$ cat config.mk
export PLATFORM = sky130hd
export DESIGN_NAME = spi_master_tx_flat
export DESIGN_NICKNAME = d
export VERILOG_FILES = /design/src/rtl/spi_master_tx_if.sv /design/src/rtl/spi_master_tx.sv /design/src/flat_wrapper.sv
export SDC_FILE = /design/constraint.sdc
export NUM_CORES = 1
export LEC_CHECK = 0
export CAP_MARGIN = 10
export CORE_MARGIN = 3
export CORE_UTILIZATION = 45
export DETAILED_ROUTE_END_ITERATION = 10
export GPL_ROUTABILITY_DRIVEN = 0
export HOLD_SLACK_MARGIN = 0.06
export PLACE_DENSITY = 0.71
export SKIP_LAST_GASP = 1
export SLEW_MARGIN = 20
export SYNTH_ARGS = -nofsm -noshare
export SYNTH_HDL_FRONTEND = slang
export SYNTH_SLANG_ARGS = --single-unit
$ cat constraint.sdc
create_clock -name clk -period 2.2 [get_ports clk]
set_clock_uncertainty 0.05 [all_clocks]
set_input_delay 0.22 -clock clk [delete_from_list [all_inputs] [get_ports clk]]
set_output_delay 0.22 -clock clk [all_outputs]
set_load 0.01 [all_outputs]
$ cat src/rtl/spi_master_tx_if.sv
// Bus bundle between the PID stimulus path and the mode-0 SPI transmitter.
// master = transmitter side, slave = the logic that feeds it and watches its pins.
interface spi_master_tx_if #(
    parameter int WIDTH = 4
);
    logic [WIDTH-1:0] in_buf;
    logic             start;
    logic             sck;
    logic             cs;
    logic             mosi;
    logic             busy;
    logic             done;
    logic             overrun;

    modport master (
        input  in_buf, start,
        output sck, cs, mosi, busy, done, overrun
    );

    modport slave (
        output in_buf, start,
        input  sck, cs, mosi, busy, done, overrun
    );
endinterface

$ cat src/rtl/spi_master_tx.sv
// Mode-0 SPI master transmitter: shifts a WIDTH-bit word out MSB first on MOSI.
// A one-deep pending slot holds a start that arrives mid-frame; the newest word wins.
module spi_master_tx #(
    parameter int WIDTH = 4,
    parameter int DIV   = 1
) (
    input  logic              clk,
    input  logic              reset,
    spi_master_tx_if.master   bus
);
    localparam int CW = (DIV < 2) ? 1 : $clog2(DIV + 1);
    localparam int BW = (WIDTH < 2) ? 1 : $clog2(WIDTH + 1);
    localparam logic [CW-1:0] CNT_LOAD = CW'(DIV - 1);
    localparam logic [BW-1:0] BIT_LOAD = BW'(WIDTH - 1);

    typedef enum logic [2:0] {IDLE, SETUP, SHIFT_HI, SHIFT_LO, HOLD, GAP} state_t;

    state_t           state, state_n;
    logic [CW-1:0]    cnt, cnt_n;
    logic [BW-1:0]    bit_cnt, bit_cnt_n;
    logic [WIDTH-1:0] shreg, shreg_n, shifted;
    logic [WIDTH-1:0] pend, pend_n, launch_word;
    logic             pend_valid, pend_valid_n;
    logic             sck_r, sck_n, cs_r, cs_n, mosi_r, mosi_n;
    logic             busy_r, busy_n, done_r, done_n, overrun_r, overrun_n;
    logic             launch, phase_end;

    always_ff @(posedge clk) begin
        if (reset) begin
            state      <= IDLE;
            cnt        <= CNT_LOAD;
            bit_cnt    <= '0;
            shreg      <= '0;
            pend       <= '0;
            pend_valid <= 1'b0;
            sck_r      <= 1'b0;
            cs_r       <= 1'b1;
            mosi_r     <= 1'b0;
            busy_r     <= 1'b0;
            done_r     <= 1'b0;
            overrun_r  <= 1'b0;
        end else begin
            state      <= state_n;
            cnt        <= cnt_n;
            bit_cnt    <= bit_cnt_n;
            shreg      <= shreg_n;
            pend       <= pend_n;
            pend_valid <= pend_valid_n;
            sck_r      <= sck_n;
            cs_r       <= cs_n;
            mosi_r     <= mosi_n;
            busy_r     <= busy_n;
            done_r     <= done_n;
            overrun_r  <= overrun_n;
        end
    end

    // Every phase lasts DIV cycles; the shared counter reloads whenever a phase ends.
    always_comb begin
        state_n      = state;
        bit_cnt_n    = bit_cnt;
        shreg_n      = shreg;
        pend_n       = pend;
        pend_valid_n = pend_valid;
        sck_n        = sck_r;
        cs_n         = cs_r;
        mosi_n       = mosi_r;
        busy_n       = busy_r;
        done_n       = 1'b0;
        overrun_n    = 1'b0;
        launch       = 1'b0;
        launch_word  = bus.in_buf;
        shifted      = shreg << 1;
        phase_end    = (cnt == '0);
        cnt_n        = phase_end ? CNT_LOAD : cnt - 1'b1;

        case (state)
            IDLE: begin
                cnt_n = CNT_LOAD;
                if (bus.start) launch = 1'b1;
            end
            SETUP: if (phase_end) begin
                sck_n   = 1'b1;
                state_n = SHIFT_HI;
            end
            SHIFT_HI: if (phase_end) begin
                sck_n = 1'b0;
                if (bit_cnt != '0) begin
                    shreg_n   = shifted;
                    mosi_n    = shifted[WIDTH-1];
                    bit_cnt_n = bit_cnt - 1'b1;
                    state_n   = SHIFT_LO;
                end else begin
                    state_n = HOLD;
                end
            end
            SHIFT_LO: if (phase_end) begin
                sck_n   = 1'b1;
                state_n = SHIFT_HI;
            end
            HOLD: if (phase_end) begin
                cs_n    = 1'b1;
                mosi_n  = 1'b0;
                done_n  = 1'b1;
                state_n = GAP;
            end
            GAP: if (phase_end) begin
                if (pend_valid || bus.start) begin
                    launch = 1'b1;
                end else begin
                    busy_n  = 1'b0;
                    state_n = IDLE;
                end
            end
            default: state_n = IDLE;
        endcase

        // A queued word outranks a same-cycle start, which then takes its place in the slot.
        if (launch) begin
            if (pend_valid) begin
                launch_word = pend;
                if (bus.start) pend_n = bus.in_buf;
                else           pend_valid_n = 1'b0;
            end
            shreg_n   = launch_word;
            mosi_n    = launch_word[WIDTH-1];
            cs_n      = 1'b0;
            busy_n    = 1'b1;
            bit_cnt_n = BIT_LOAD;
            cnt_n     = CNT_LOAD;
            state_n   = SETUP;
        end else if (bus.start && busy_r) begin
            pend_n       = bus.in_buf;
            pend_valid_n = 1'b1;
            overrun_n    = pend_valid;
        end
    end

    assign bus.sck     = sck_r;
    assign bus.cs      = cs_r;
    assign bus.mosi    = mosi_r;
    assign bus.busy    = busy_r;
    assign bus.done    = done_r;
    assign bus.overrun = overrun_r;
endmodule

$ cat src/flat_wrapper.sv
// flat-port wrapper written by rule: the top's interface ports become plain ports
module spi_master_tx_flat 
#(
    parameter int WIDTH = 4,
    parameter int DIV   = 1
)
  (clk, reset, bus_in_buf, bus_start, bus_sck, bus_cs, bus_mosi, bus_busy, bus_done, bus_overrun);
  spi_master_tx_if #(.WIDTH(WIDTH)) bus_i ();
  input  logic clk;
  input  logic reset;
  input wire logic [$bits(bus_i.in_buf)-1:0] bus_in_buf;
  input wire logic [$bits(bus_i.start)-1:0] bus_start;
  output wire logic [$bits(bus_i.sck)-1:0] bus_sck;
  output wire logic [$bits(bus_i.cs)-1:0] bus_cs;
  output wire logic [$bits(bus_i.mosi)-1:0] bus_mosi;
  output wire logic [$bits(bus_i.busy)-1:0] bus_busy;
  output wire logic [$bits(bus_i.done)-1:0] bus_done;
  output wire logic [$bits(bus_i.overrun)-1:0] bus_overrun;
  assign bus_i.in_buf = bus_in_buf;
  assign bus_i.start = bus_start;
  assign bus_sck = bus_i.sck;
  assign bus_cs = bus_i.cs;
  assign bus_mosi = bus_i.mosi;
  assign bus_busy = bus_i.busy;
  assign bus_done = bus_i.done;
  assign bus_overrun = bus_i.overrun;
  spi_master_tx #(.WIDTH(WIDTH), .DIV(DIV)) u_core (.clk(clk), .reset(reset), .bus(bus_i));
endmodule
---- Word level (Yosys, flattened, before mapping) ----
Index checks and enable logic that the tools add are counted.
word-level totals
  bits of input ports ..................... 7
  register bits ........................... 21
  logic and storage cells ................. 108
operators by class
  add/sub/neg operators ................... 2
  multiplexer cells ....................... 42
  bitwise operators ....................... 4
  reduce and logical (&&, ||, !) cells .... 25
  eq/ne operators ......................... 21
operators with widths
  kind                                                 count
  two-way mux 3 bit                                    10
  two-way mux 4 bit                                    5
  two-way mux 1 bit                                    19
  one-hot mux 3 bit (5 select lines)                   1
  AND reduction 3 bit                                  5
  != test 2 bit, second input constant                 7
  != test 3 bit, second input constant                 4
  AND reduction 6 bit                                  2
  nonzero test 2 bit                                   6
  two-way mux 2 bit                                    4
  equality test 3 x 2 -> 1 bit, second input constant  2
  equality test 3 bit, second input constant           2
  != test 2 x 1 -> 1 bit, second input constant        3
  one-hot mux 1 bit (2 select lines)                   3
  nonzero test 3 bit                                   2
  OR reduction 2 bit                                   3
  inverter 1 bit                                       4
  AND reduction 4 bit                                  1
  OR reduction 4 bit                                   1
  equality test 3 x 1 -> 1 bit, second input constant  1
  logical NOT 3 bit                                    1
  != test 3 x 1 -> 1 bit, second input constant        1
  != test 3 x 2 -> 1 bit, second input constant        1
  OR reduction 3 bit                                   1
  5 further kinds                                      5

---- Depth between registers and ports, before layout ----
Gate-level depths: netlist (run 1).
  word-level depth ........................ 6
  gate-level depth with buffers ........... 6

---- Worst setup path before layout (run 1) ----
Ideal clock, no wire load.
  path type ............................... register to register
  start point ............................. reg u_core.state[0]
  end point ............................... reg u_core.pend[0]
  required time ........................... 2,023 ps
  setup slack ............................. 774 ps
  stages on the path, launching flop included .. 6
  period minus slack after synthesis ...... 1,426 ps
  arrival time ............................ 1,249 ps
  cells stage by stage .................... dfxtp_1 > buf_6 > or4b_1 > o211ai_2 > a21boi_2 > mux2i_1
on the way
  longest elaborated chain between the ends .. 4
ends and longest elaborated chain
  element                                                          line                 source
  start, declared                                                  spi_master_tx.sv:18  state_t state, state_n;
  start signal, assigned                                           spi_master_tx.sv:43  state <= state_n;
  equality test 3 bit / logical NOT 3 bit (equally long branches)  spi_master_tx.sv:77  case (state)
  one-hot mux 1 bit (2 select lines) *                             spi_master_tx.sv:77
  != test 2 x 1 -> 1 bit (no line), or another cell as far along   -
  AND reduction 3 bit (no line)                                    -
  end signal, assigned                                             spi_master_tx.sv:47  pend <= pend_n;
  end, declared                                                    spi_master_tx.sv:22  logic [WIDTH-1:0] pend, pend_n, launch_word;
Every way passes the cells marked *; elsewhere a longest branch is shown, timed or not.
A chain may end at the register's enable or synchronous reset.

---- Final worst setup path (run 1) ----
  start point ............................. reg u_core.state[2]
  end point ............................... reg u_core.shreg[1]
on the way
  longest elaborated chain between the ends .. 4
ends and longest elaborated chain
  element                                                               line                 source
  equality test 3 bit / logical NOT 3 bit (equally long branches)       spi_master_tx.sv:77
  one-hot mux 1 bit (2 select lines)                                    spi_master_tx.sv:77
  != test 2 bit (no line) / nonzero test 2 bit (equally long branches)  -
  AND reduction 3 bit (no line)                                         -
  end signal, assigned                                                  spi_master_tx.sv:46  shreg <= shreg_n;
  end, declared                                                         spi_master_tx.sv:21  logic [WIDTH-1:0] shreg, shreg_n, shifted;
Parallel ways exist; a longest one is shown, timed or not.

==> summary.json, run 1 <==
{
  "n_fill_cell": {"value": 211},
  "drive_above_1_share": {"value": 0.115},
  "timing.max_slew.rel_slack": {"value": 0.653},
  "critical_path.endpoint_type": {"value": "flip-flop"},
  "postSynthNetCount": {"value": 129},
  "globalRouteTotalUtil": {"value": 0.169},
  "worstMarginPinSlew": {"value": 0.520, "unit": "ns"},
  "ir_drop": {"value": 0.414, "unit": "mV"},
  "cts_max_path_buffers": {"value": 2},
  "power.share.clock": {"value": 0.248},
  "clock_insertion_delay_worst_skew": {"value": 0.30, "unit": "ns"},
  "grt_setup_unrepaired": {"value": "false"},
  "dieWidth": {"value": 54.8, "unit": "µm"},
  "floorplan.die.height": {"value": 54.8, "unit": "µm"},
  "num_rows": {"value": 17},
  "cp.required": {"value": 2.32, "unit": "ns"},
  "remaining_drc_errors": {"value": 0},
  "layout_min_cycle_time": {"value": 1.82, "unit": "ns"},
  "max_stage_delay_cell_worst_path": {"value": "dfxtp_1"},
  "postRouteAntennaNets": {"value": 0},
  "port_buffer_cells": {"value": 12},
  "cts_setup_buffers": {"value": 0},
  "leakage": {"value": 0.442, "unit": "nW"},
  "avgRoutedWirePerCell": {"value": 14.0, "unit": "µm"},
  "cp.buffers_inverters": {"value": 0},
  "crit_fanout": {"value": 15},
  "grt_pass1_wl": {"value": 3650, "unit": "µm"},
  "synth_top_cell_area_share": {"value": 0.393},
  "netlist_area": {"value": 1070, "unit": "µm²"},
  "ys_dominant_reg_cell": {"value": "dfxtp_1"},
  "grt_antenna_before_repair": {"value": 0},
  "power.sequential.fraction": {"value": 0.573},
  "global_route.overflow_total": {"value": 0},
  "timing.reg2reg.worst_path_depth": {"value": 3},
  "ys_top_cells_by_area": {"value": "dfxtp_1 39%, mux2i_1 6.5%, nand2_1 4.6%"},
  "hp-class": {"value": "flip-flop to flip-flop"},
  "finalHoldViolations": {"value": 0},
  "largest_net_degree_at_the_start_of_global_routing": {"value": 16},
  "synthDistinctLibCells": {"value": 44},
  "timing.setup.tns": {"value": 0, "unit": "ns"},
  "timing.critical_path.cells": {"value": "a41oi_2 -> a2111oi_0 -> a211oi_1"},
  "area_growth_syn_to_layout": {"value": 14.7, "unit": "%"},
  "drt_pre_antenna_iters": {"value": 4},
  "initial_core_utilization": {"value": 0.480},
  "layout.nets": {"value": 141},
  "via_count_of_the_first_global_routing_pass": {"value": 831},
  "worst-setup-path-type": {"value": "flip-flop to flip-flop"},
  "synth.yosys.warnings": {"value": 0},
  "status": {"value": "finished clean"},
  "vias": {"value": 897},
  "intPower": {"value": 0.539, "unit": "mW"},
  "hpwl": {"value": 1640, "unit": "µm"},
  "cts_hold_repair.buffers": {"value": 0},
  "setup_violations": {"value": 0},
  "htreeDepth": {"value": 1},
  "antenna_cells": {"value": 0},
  "floorplan.core_area": {"value": 2230, "unit": "µm²"},
  "place_inst": {"value": 155},
  "holdWs": {"value": 0.423, "unit": "ns"},
  "crit_path_from": {"value": "u_core.state[2]$_SDFFE_PP0P_"},
  "clock.fmax": {"value": 550, "unit": "MHz"},
  "number_of_flops_mapped_to_enable_cells_by_yosys": {"value": 0},
  "cp-start-kind": {"value": "flip-flop"},
  "post_synth_most_frequent_cells": {"value": "21 x dfxtp_1, 13 x nand2_1, 9 x a21oi_1"},
  "drt_iter0_markers": {"value": 26},
  "tritoncts": {"value": "done"},
  "synth_area_per_cell": {"value": 8.93, "unit": "µm²"},
  "power.share.combinational": {"value": 0.180},
  "timing.critical_path.slowest_cell_delay": {"value": 0.67, "unit": "ns"},
  "async_sr_flop_fraction": {"value": 0},
  "post_cts_resized": {"value": 0},
  "total_stage_count_of_the_critical_path": {"value": 3},
  "worstPathArrival": {"value": 1.94, "unit": "ns"},
  "die_area": {"value": 3000, "unit": "µm²"},
  "final_core_utilization": {"value": 0.550},
  "post_synth_inst_count": {"value": 120},
  "report.final.slew_viol_count": {"value": 0},
  "io_pins": {"value": 13},
  "synth.ff_latch_count": {"value": 21},
  "final_cell_count_no_fill": {"value": 159},
  "synth.most_common_cell": {"value": "dfxtp_1"},
  "r2r-end": {"value": "u_core.shreg[1]$_SDFFE_PP0P_"},
  "p_switching": {"value": 0.205, "unit": "mW"},
  "cpLargestDelayFamily": {"value": "compound AO/OA/AOI/OAI gates"},
  "cp-endpoint": {"value": "u_core.shreg[1]$_SDFFE_PP0P_"},
  "final_min_period_over_clock_period": {"value": 0.827},
  "powerDensity": {"value": 605, "unit": "nW/µm²"},
  "totalWireLength": {"value": 2220, "unit": "µm"},
  "timing.reg2reg.setup_slack": {"value": 0.38, "unit": "ns"},
  "root_buffer": {"value": "clkbuf_4"},
  "tritoncts.num_buffers": {"value": 3},
  "sw_frac_of_total": {"value": 0.276},
  "post-synth-top-area-cell": {"value": "dfxtp_1"},
  "r2r-start": {"value": "u_core.state[2]$_SDFFE_PP0P_"},
  "maxCapViolations": {"value": 0},
  "synth.yosys.seq_area_share": {"value": 0.393},
  "detail_route.vias_per_cell": {"value": 5.64},
  "tritoncts_num_sinks": {"value": 21},
  "clk_pin_slew": {"value": 0.11, "unit": "ns"}
}
worst reg2reg max path, delay by kind of cell (launching register included):
family | cells | cell delay (ns)
DFF | 1 | 0.67
AOI/OAI and AO/OA | 3 | 0.98
cell usage in the layout (no fill, tap or decap), types with 3 or more instances in the layout:
| cell | instances |
|---|---|
| clkbuf_4 | 3 |
| a21oi_1 | 9 |
| dfxtp_1 | 21 |
| nor2b_1 | 7 |
| nor3_1 | 3 |
| nand2_1 | 13 |
| nand2b_1 | 3 |
| a2111oi_0 | 3 |
| inv_1 | 4 |
| clkdlybuf4s50_1 | 12 |
| or2_2 | 3 |
| o21ai_0 | 7 |
| mux2i_1 | 7 |
cell type report:
| cell class | count | area [µm²] | share of cell area |
|---|---|---|---|
| multi-input cells | 87 | 593 | 0.483 |
| flip-flops and latches | 21 | 420 | 0.342 |
| repair buffers | 14 | 135 | 0.110 |
| well taps | 28 | 35.0 | 0.0285 |
| clock buffers | 4 | 26.3 | 0.0214 |
| inverters | 5 | 18.8 | 0.0153 |
sequential cells by signal, indices dropped and copies added, names as in the netlist:
register / cells
u_core.pend: 4
u_core.bus.busy: 1
u_core.pend_valid: 1
u_core.bus.done: 1
u_core.bit_cnt: 3
u_core.bus.mosi: 1
u_core.bus.overrun: 1
u_core.bus.sck: 1
u_core.bus.cs: 1
u_core.state: 3
u_core.cnt: 1
u_core.shreg: 3
metrics by stage:
step / cell area, µm² / setup slack, ns / power (mW)
2_1_floorplan: 1070 / 0.774 / 0.522
3_3_place_gp: 1200 / 0.224 / 0.563
3_5_place_dp: 1200 / 0.138 / 0.568
4_1_cts: 1230 / 0.358 / 0.750
5_1_grt: 1230 / 0.230 / 0.782
6_report: 1230 / 0.381 / 0.744
per-layer routing:
layer / up-vias / GRT usage / part of all wire
li1: 448 / - / -
met1: 434 / 0.228 / 0.47
met4: 0 / 0.0954 / 0.012
met3: 2 / 0.0272 / 0.032
met2: 13 / 0.252 / 0.48
met5: - / 0 / 0
worst min path at each step:
| stage | endpoint | slack (ns) | cells after the start | from |
|---|---|---|---|---|
| floorplan | u_core.pend[0]$_SDFFE_PP0P_ | 0.31 | 2 | bus_in_buf[0] |
| global placement | u_core.pend[0]$_SDFFE_PP0P_ | 0.40 | 2 | u_core.pend[0]$_SDFFE_PP0P_ |
| detailed placement | u_core.pend[0]$_SDFFE_PP0P_ | 0.41 | 2 | u_core.pend[0]$_SDFFE_PP0P_ |
| CTS | u_core.pend[3]$_SDFFE_PP0P_ | 0.43 | 2 | u_core.pend[3]$_SDFFE_PP0P_ |
| finish | u_core.pend[3]$_SDFFE_PP0P_ | 0.42 | 2 | u_core.pend[3]$_SDFFE_PP0P_ |
| global route | u_core.pend[0]$_SDFFE_PP0P_ | 0.45 | 2 | u_core.pend[0]$_SDFFE_PP0P_ |
power by group through the flow:
stage | Sequential [mW] | Clock, mW | Combinational, mW
after floorplan | 0.428 | 0 | 0.0944
after global placement | 0.433 | 0 | 0.130
after detailed placement | 0.434 | 0 | 0.134
after CTS | 0.425 | 0.190 | 0.135
after global routing | 0.429 | 0.204 | 0.149
final | 0.426 | 0.184 | 0.134
logic make-up (layout without fill, tap and decap cells):
family	Yosys count	in the layout	synth area share
muxes	7	7	0.0654
buffers and inverters	12	23	0.0537
DFF	21	21	0.393
AOI/OAI and AO/OA	32	32	0.217
other	1	1	0.00350
xor gates and xnor gates	2	2	0.0164
and+or+nand+nor	43	43	0.228
adders and majority gates	2	2	0.0234
(Power assumes the default switching activity.)
==> run 2, diff against run 1 <==
--- a/config.mk
+++ b/config.mk
@@ -11,7 +11,7 @@
 export DETAILED_ROUTE_END_ITERATION = 10
 export GPL_ROUTABILITY_DRIVEN = 0
 export HOLD_SLACK_MARGIN = 0.06
-export PLACE_DENSITY = 0.71
+export PLACE_DENSITY = 0.73
 export SKIP_LAST_GASP = 1
 export SLEW_MARGIN = 20
 export SYNTH_ARGS = -nofsm -noshare
==> constraint.sdc (replaced) <==
create_clock -name clk -period 1.6 [get_ports clk]
set_clock_uncertainty 0.05 [all_clocks]
set_input_delay 0.16 -clock clk [delete_from_list [all_inputs] [get_ports clk]]
set_output_delay 0.16 -clock clk [all_outputs]
set_load 0.01 [all_outputs]
==> summary.json, run 2 (synthesized netlist as in run 1, its figures left out) <==
{
  "clock_insertion_delay_worst_skew": {"value": 0.30, "unit": "ns", "change": "about the same"},
  "worst-setup-path-type": {"value": "flip-flop to flip-flop"},
  "die_area": {"value": 3000, "unit": "µm²", "change": "unchanged"},
  "final_min_period_over_clock_period": {"value": 0.968, "change": "+0.141"},
  "mostFrequentLayoutCells": {"value": "18 x dfxtp_1, 13 x nand2_1, 13 x buf_4"},
  "floorplan.core_area": {"value": 2230, "unit": "µm²", "change": "unchanged"},
  "cp-start-kind": {"value": "flip-flop"},
  "intPower": {"value": 0.764, "unit": "mW", "change": "+42%"},
  "io_pins": {"value": 13, "change": "unchanged"},
  "ir_drop": {"value": 0.612, "unit": "mV", "change": "+48%"},
  "postRouteAntennaNets": {"value": 0, "change": "unchanged"},
  "timing.reg2reg.setup_slack": {"value": 0.05, "unit": "ns", "change": "-0.33 ns"},
  "drive_above_1_share": {"value": 0.225, "change": "+0.111"},
  "crit_path_from": {"value": "u_core.state[2]$_SDFFE_PP0P_"},
  "largest_net_degree_at_the_start_of_global_routing": {"value": 16, "change": "unchanged"},
  "r2r-end": {"value": "u_core.pend[0]$_SDFFE_PP0P_"},
  "most_common_cell_after_layout_fill_and_taps_aside": {"value": "dfxtp_1"},
  "p_switching": {"value": 0.296, "unit": "mW", "change": "+44%"},
  "port_buffer_cells": {"value": 12, "change": "unchanged"},
  "status": {"value": "finished clean"},
  "remaining_drc_errors": {"value": 0, "change": "unchanged"},
  "num_rows": {"value": 17, "change": "unchanged"},
  "place_inst": {"value": 166, "change": "+7.1%"},
  "timing.reg2reg.worst_path_depth": {"value": 5, "change": "+2"},
  "largest_register_ffs": {"value": 4, "change": "unchanged"},
  "hp-class": {"value": "input port to flip-flop"},
  "initial_core_utilization": {"value": 0.480, "change": "unchanged"},
  "powerDensity": {"value": 785, "unit": "nW/µm²", "change": "+30%"},
  "avgRoutedWirePerCell": {"value": 13.1, "unit": "µm", "change": "-5.9%"},
  "crit_fanout": {"value": 4, "change": "-11"},
  "post_cts_resized": {"value": 0, "change": "unchanged"},
  "detail_route.vias_per_cell": {"value": 5.38, "change": "-4.7%"},
  "regMostFlops": {"value": "u_core.pend"},
  "sw_frac_of_total": {"value": 0.279, "change": "+0.00327"},
  "finalHoldViolations": {"value": 0, "change": "unchanged"},
  "power.share.clock": {"value": 0.238, "change": "-0.010"},
  "power.sequential.fraction": {"value": 0.551, "change": "-0.022"},
  "hpwl": {"value": 1640, "unit": "µm", "change": "+0.20%"},
  "r2r-start": {"value": "u_core.state[2]$_SDFFE_PP0P_"},
  "timing.setup.tns": {"value": 0, "unit": "ns", "change": "unchanged"},
  "vias": {"value": 914, "change": "+1.9%"},
  "via_count_of_the_first_global_routing_pass": {"value": 824, "change": "-0.84%"},
  "worstPathArrival": {"value": 1.69, "unit": "ns", "change": "-0.25 ns"},
  "floorplan.die.height": {"value": 54.8, "unit": "µm", "change": "unchanged"},
  "total_power": {"value": 1.06, "unit": "mW", "change": "+42%"},
  "grt_antenna_before_repair": {"value": 0, "change": "unchanged"},
  "grt_pass1_wl": {"value": 3510, "unit": "µm", "change": "-3.8%"},
  "global_route.overflow_total": {"value": 0, "change": "unchanged"},
  "cts_max_path_buffers": {"value": 2, "change": "unchanged"},
  "report.final.slew_viol_count": {"value": 0, "change": "unchanged"},
  "grt_setup_unrepaired": {"value": "true"},
  "min_delay_path_depth": {"value": 3, "change": "+1"},
  "final_cell_area": {"value": 1350, "unit": "µm²", "change": "+9.8%"},
  "cts_hold_repair.buffers": {"value": 0, "change": "unchanged"},
  "setup_ws_post_layout": {"value": 0.0515, "unit": "ns", "change": "-0.329 ns"},
  "tritoncts.num_buffers": {"value": 3, "change": "unchanged"},
  "layout.nets": {"value": 152, "change": "+7.8%"},
  "root_buffer": {"value": "clkbuf_4"},
  "drt_pre_antenna_iters": {"value": 4, "change": "unchanged"},
  "cts_setup_buffers": {"value": 0, "change": "unchanged"},
  "power.share.combinational": {"value": 0.211, "change": "+0.031"},
  "holdWs": {"value": 0.371, "unit": "ns", "change": "-0.0522 ns"},
  "setup_violations": {"value": 0, "change": "unchanged"},
  "htreeDepth": {"value": 1, "change": "unchanged"},
  "dp_worst_setup_slack": {"value": -0.237, "unit": "ns", "change": "-0.375 ns"},
  "dieWidth": {"value": 54.8, "unit": "µm", "change": "unchanged"},
  "tritoncts_num_sinks": {"value": 21, "change": "unchanged"},
  "maxCapViolations": {"value": 0, "change": "unchanged"},
  "leakage": {"value": 0.514, "unit": "nW", "change": "+16%"},
  "area_growth_syn_to_layout": {"value": 25.9, "unit": "%"},
  "n_fill_cell": {"value": 206, "change": "-2.4%"},
  "drt_iter0_markers": {"value": 29, "change": "+12%"},
  "dpl_cell_area": {"value": 1280, "unit": "µm²", "change": "+6.9%"},
  "totalWireLength": {"value": 2230, "unit": "µm", "change": "+0.59%"},
  "cp-endpoint": {"value": "u_core.pend[0]$_SDFFE_PP0P_"},
  "final_core_utilization": {"value": 0.604, "change": "+0.0538"},
  "globalRouteTotalUtil": {"value": 0.165, "change": "-0.00395"},
  "antenna_cells": {"value": 0, "change": "unchanged"},
  "critical_path.endpoint_type": {"value": "flip-flop"},
  "tritoncts": {"value": "done"},
  "final_cell_count_no_fill": {"value": 170, "change": "+6.9%"},
  "clock.fmax": {"value": 646, "unit": "MHz", "change": "+17%"},
  "clk_pin_slew": {"value": 0.12, "unit": "ns", "change": "about the same"},
  "layout_min_cycle_time": {"value": 1.55, "unit": "ns", "change": "-0.271 ns"},
  "cp.required": {"value": 1.74, "unit": "ns", "change": "-0.58 ns"}
}
[run 2: power groups by stage]
stage	Combinational [mW]	Clock, mW	Sequential [mW]
floorplan	0.130	0	0.588
global placement	0.208	0	0.593
detailed placement	0.212	0	0.593
CTS	0.213	0.265	0.581
global route	0.246	0.282	0.588
finish	0.223	0.253	0.584
[run 2: metal layers]
| layer | part of all wire | up-vias | GRT usage |
|---|---|---|---|
| li1 | - | 472 | - |
| met2 | 0.48 | 18 | 0.268 |
| met4 | 0.017 | 0 | 0.0747 |
| met5 | 0 | - | 0 |
| met1 | 0.47 | 420 | 0.213 |
| met3 | 0.032 | 4 | 0.0245 |
[run 2: area by class of cell]
type,count,area [µm²],area share
clock buffers,3,22.5,0.0167
multi-input cells,87,626,0.464
clock inverters,1,5.00,0.00371
well taps,28,35.0,0.0260
flip-flops and latches,21,424,0.314
inverters,5,18.8,0.0139
repair buffers,25,218,0.161
[run 2: critical path, stage by stage, from the launching register on]
cell,delay (ns)
dfxtp_2,0.38
buf_4,0.15
or4b_1,0.52
o211ai_2,0.10
a21boi_4,0.11
mux2i_1,0.13
[run 2: worst min-delay path by stage]
stage | start | to | slack [ns]
3_3_place_gp | u_core.pend[0]$_SDFFE_PP0P_ | u_core.pend[0]$_SDFFE_PP0P_ | 0.39
3_5_place_dp | u_core.pend[1]$_SDFFE_PP0P_ | u_core.pend[1]$_SDFFE_PP0P_ | 0.40
4_1_cts | bus_in_buf[1] | u_core.pend[1]$_SDFFE_PP0P_ | 0.37
5_1_grt | bus_in_buf[1] | u_core.pend[1]$_SDFFE_PP0P_ | 0.38
2_1_floorplan | bus_in_buf[1] | u_core.pend[1]$_SDFFE_PP0P_ | 0.25
6_report | bus_in_buf[1] | u_core.pend[1]$_SDFFE_PP0P_ | 0.37
==> run 3, diff against run 2 <==
--- a/config.mk
+++ b/config.mk
@@ -5,13 +5,14 @@
 export SDC_FILE = /design/constraint.sdc
 export NUM_CORES = 1
 export LEC_CHECK = 0
+export ABC_AREA = 1
 export CAP_MARGIN = 10
 export CORE_MARGIN = 3
 export CORE_UTILIZATION = 45
 export DETAILED_ROUTE_END_ITERATION = 10
 export GPL_ROUTABILITY_DRIVEN = 0
 export HOLD_SLACK_MARGIN = 0.06
-export PLACE_DENSITY = 0.73
+export PLACE_DENSITY = 0.71
 export SKIP_LAST_GASP = 1
 export SLEW_MARGIN = 20
 export SYNTH_ARGS = -nofsm -noshare
==> constraint.sdc (replaced) <==
create_clock -name clk -period 1.7 [get_ports clk]
set_clock_uncertainty 0.05 [all_clocks]
set_input_delay 0.17 -clock clk [delete_from_list [all_inputs] [get_ports clk]]
set_output_delay 0.17 -clock clk [all_outputs]
set_load 0.01 [all_outputs]
==> summary.json, run 3 <==
{
  "floorplan.core_area": {"value": 2250, "unit": "µm²", "change": "+0.95%"},
  "post_synth_inst_count": {"value": 159, "change": "+33%"},
  "ys_top_cells_by_area": {"value": "dfxtp_1 39%, nand2_1 15%, nor2_1 6.3%"},
  "postSynthNetCount": {"value": 168, "change": "+30%"},
  "maxCapViolations": {"value": 0, "change": "unchanged"},
  "compound_gate_fraction_of_synth_area": {"value": 0.136, "change": "-0.0817"},
  "setup_violations": {"value": 0, "change": "unchanged"},
  "final_min_period_over_clock_period": {"value": 0.860},
  "synthDistinctLibCells": {"value": 28, "change": "-36%"},
  "ys_dominant_reg_cell": {"value": "dfxtp_1"},
  "status": {"value": "finished clean"},
  "globalRouteTotalUtil": {"value": 0.167, "change": "+0.00197"},
  "most_common_cell_after_layout_fill_and_taps_aside": {"value": "nand2_1"},
  "regMostFlops": {"value": "u_core.pend"},
  "mostFrequentLayoutCells": {"value": "43 x nand2_1, 21 x dfxtp_1, 18 x nor2_1"},
  "largest_register_ffs": {"value": 4, "change": "unchanged"},
  "postRouteAntennaNets": {"value": 0, "change": "unchanged"},
  "synth.most_common_cell": {"value": "nand2_1"},
  "timing.critical_path.cells": {"value": "clkdlybuf4s50_1"},
  "final_cell_count_no_fill": {"value": 203, "change": "+19%"},
  "layout_min_cycle_time": {"value": 1.46, "unit": "ns"},
  "synth_area_per_cell": {"value": 6.79, "unit": "µm²", "change": "-24%"},
  "timing.critical_path.slowest_cell_delay": {"value": 0.55, "unit": "ns", "change": "+0.03 ns"},
  "max_stage_delay_cell_worst_path": {"value": "clkdlybuf4s50_1"},
  "global_route.overflow_total": {"value": 0, "change": "unchanged"},
  "timing.setup.tns": {"value": 0, "unit": "ns", "change": "unchanged"},
  "cts_hold_repair.buffers": {"value": 0, "change": "unchanged"},
  "grt_antenna_before_repair": {"value": 0, "change": "unchanged"},
  "post_synth_and_or_nand_nor_area_fraction": {"value": 0.352, "change": "+0.124"},
  "synth.yosys.seq_area_share": {"value": 0.389, "change": "-0.00318"},
  "tritoncts.num_buffers": {"value": 3, "change": "unchanged"},
  "hpwl": {"value": 1600, "unit": "µm", "change": "-2.7%"},
  "remaining_drc_errors": {"value": 0, "change": "unchanged"},
  "grt_setup_unrepaired": {"value": "false"},
  "cp-start-kind": {"value": "flip-flop"},
  "tritoncts": {"value": "done"},
  "n_fill_cell": {"value": 220, "change": "+6.8%"},
  "htreeDepth": {"value": 1, "change": "unchanged"},
  "vias": {"value": 1024, "change": "+12%"},
  "dieWidth": {"value": 55.0, "unit": "µm", "change": "+0.37%"},
  "io_pins": {"value": 13, "change": "unchanged"},
  "port_buffer_cells": {"value": 12, "change": "unchanged"},
  "cp.buffers_inverters": {"value": 1, "change": "unchanged"},
  "cpLargestDelayFamily": {"value": "buffers and inverters"},
  "clock.fmax": {"value": 684, "unit": "MHz"},
  "largest_net_degree_at_the_start_of_global_routing": {"value": 15, "change": "-1"},
  "share_of_synthesized_cell_area_in_full_adder_half_adder_and_majority_cells": {"value": 0.0232, "change": "-0.000190"},
  "synth_top_cell_area_share": {"value": 0.389, "change": "-0.00318"},
  "root_buffer": {"value": "clkbuf_4"},
  "total_power": {"value": 2.06, "unit": "mW", "change": "+94%"},
  "cp.required": {"value": 1.48, "unit": "ns", "change": "-0.26 ns"},
  "number_of_flops_mapped_to_enable_cells_by_yosys": {"value": 0, "change": "unchanged"},
  "totalWireLength": {"value": 2170, "unit": "µm", "change": "-2.7%"},
  "antenna_cells": {"value": 0, "change": "unchanged"},
  "drt_iter0_markers": {"value": 27, "change": "-6.9%"},
  "post_synth_most_frequent_cells": {"value": "43 x nand2_1, 21 x dfxtp_1, 18 x nor2_1"},
  "post-synth-top-area-cell": {"value": "dfxtp_1"},
  "hp-class": {"value": "flip-flop to flip-flop"},
  "cts_setup_buffers": {"value": 0, "change": "unchanged"},
  "largest_family_of_logic_cells_by_synthesized_area": {"value": "simple AND/OR/NAND/NOR gates"},
  "area_growth_syn_to_layout": {"value": 17.0, "unit": "%"},
  "crit_fanout": {"value": 3, "change": "-1"},
  "worst-setup-path-type": {"value": "flip-flop to primary output"},
  "clk_pin_slew": {"value": 0.12, "unit": "ns", "change": "about the same"},
  "cts_max_path_buffers": {"value": 2, "change": "unchanged"},
  "finalHoldViolations": {"value": 0, "change": "unchanged"},
  "report.final.slew_viol_count": {"value": 0, "change": "unchanged"},
  "floorplan.die.height": {"value": 55.0, "unit": "µm", "change": "+0.37%"},
  "netlist_area": {"value": 1080, "unit": "µm²", "change": "+0.82%"},
  "ir_drop": {"value": 0.859, "unit": "mV", "change": "+40%"},
  "worstPathArrival": {"value": 1.24, "unit": "ns", "change": "-0.45 ns"},
  "synth.yosys.warnings": {"value": 0, "change": "unchanged"},
  "place_inst": {"value": 199, "change": "+20%"},
  "die_area": {"value": 3020, "unit": "µm²", "change": "+0.73%"},
  "powerDensity": {"value": 1630, "unit": "nW/µm²", "change": "+110%"},
  "clock_insertion_delay_worst_skew": {"value": 0.30, "unit": "ns", "change": "about the same"},
  "synth-xor-area-share": {"value": 0, "change": "-0.0164"},
  "initial_core_utilization": {"value": 0.479, "change": "-0.000639"},
  "layout.nets": {"value": 185, "change": "+22%"},
  "post_cts_resized": {"value": 0, "change": "unchanged"},
  "leakage": {"value": 0.574, "unit": "nW", "change": "+12%"},
  "critical_path.endpoint_type": {"value": "primary output"},
  "synthMuxAreaShare": {"value": 0, "change": "-0.0654"},
  "num_rows": {"value": 17, "change": "unchanged"},
  "drive_above_1_share": {"value": 0.126, "change": "-0.0996"},
  "detail_route.vias_per_cell": {"value": 5.04, "change": "-6.2%"},
  "async_sr_flop_fraction": {"value": 0, "change": "unchanged"},
  "final_core_utilization": {"value": 0.560, "change": "-0.0434"},
  "drt_pre_antenna_iters": {"value": 5, "change": "+1"},
  "tritoncts_num_sinks": {"value": 21, "change": "unchanged"},
  "grt_pass1_wl": {"value": 3770, "unit": "µm", "change": "+7.3%"},
  "avgRoutedWirePerCell": {"value": 10.7, "unit": "µm", "change": "-19%"},
  "synth.ff_latch_count": {"value": 21, "change": "unchanged"},
  "via_count_of_the_first_global_routing_pass": {"value": 931, "change": "+13%"}
}
run 3: cell types whose count changed after synthesis, moves of 4 or more:
cell	previous run	this run
nand2_1	13	43
inv_1	4	17
nand3_1	1	8
nand2_2	0	4
mux2i_1	7	0
nor2_1	2	18
nor2b_1	7	0
run 3: path summary, 6_finish.rpt:
kind	slack (ns)	cells after the start	start	endpoint
min reg2reg	0.43	2	u_core.bit_cnt[1]$_SDFFE_PP0P_	u_core.bit_cnt[1]$_SDFFE_PP0P_
min	0.43	2	u_core.bit_cnt[1]$_SDFFE_PP0P_	u_core.bit_cnt[1]$_SDFFE_PP0P_
max	0.24	1	u_core.bus.busy$_SDFFE_PP0P_	bus_busy
max reg2reg	0.25	9	u_core.bit_cnt[0]$_SDFFE_PP0P_	u_core.shreg[2]$_SDFFE_PP0P_
run 3: through the flow:
stage | setup slack, ns | hold WS [ns] | instance area, µm²
after global routing | 0.0586 | 0.456 | 1260
after global placement | 0.117 | 0.403 | 1240
after floorplan | 0.424 | 0.297 | 1080
after CTS | 0.235 | 0.432 | 1260
final | 0.238 | 0.428 | 1260
after detailed placement | 0.0591 | 0.414 | 1240
run 3: layer usage:
layer | GRT usage | routed length [µm] | vias up | share of wire
met5 | 0 | 0 | - | 0
met4 | 0.0607 | 17 | 0 | 0.0078
met3 | 0.0241 | 98 | 2 | 0.045
met2 | 0.278 | 1020 | 28 | 0.47
met1 | 0.219 | 1040 | 465 | 0.48
li1 | - | - | 529 | -
run 3: cells by family (layout without fill, tap and decap cells):
group,count (synthesis),after routing
fa+ha+maj,2,2
buf+inv,24,40
simple gates,84,84
compound gates,27,27
other cells,1,1
flops,21,21
run 3: area by class of cell:
class / instances / area [µm²] / area share
inverters: 20 / 75.1 / 0.0594
well taps: 28 / 35.0 / 0.0277
flip-flops and latches: 21 / 420 / 0.333
multi-input cells: 114 / 556 / 0.440
repair buffers: 16 / 150 / 0.119
clock inverters: 1 / 5.00 / 0.00396
clock buffers: 3 / 22.5 / 0.0178
run 3: where the power goes:
group / switching [mW] / internal [mW] / total (mW)
combinational: 0.648 / 0.399 / 1.05
clock: 0.152 / 0.0877 / 0.240
sequential: 0.111 / 0.657 / 0.769
total: 0.912 / 1.14 / 2.06
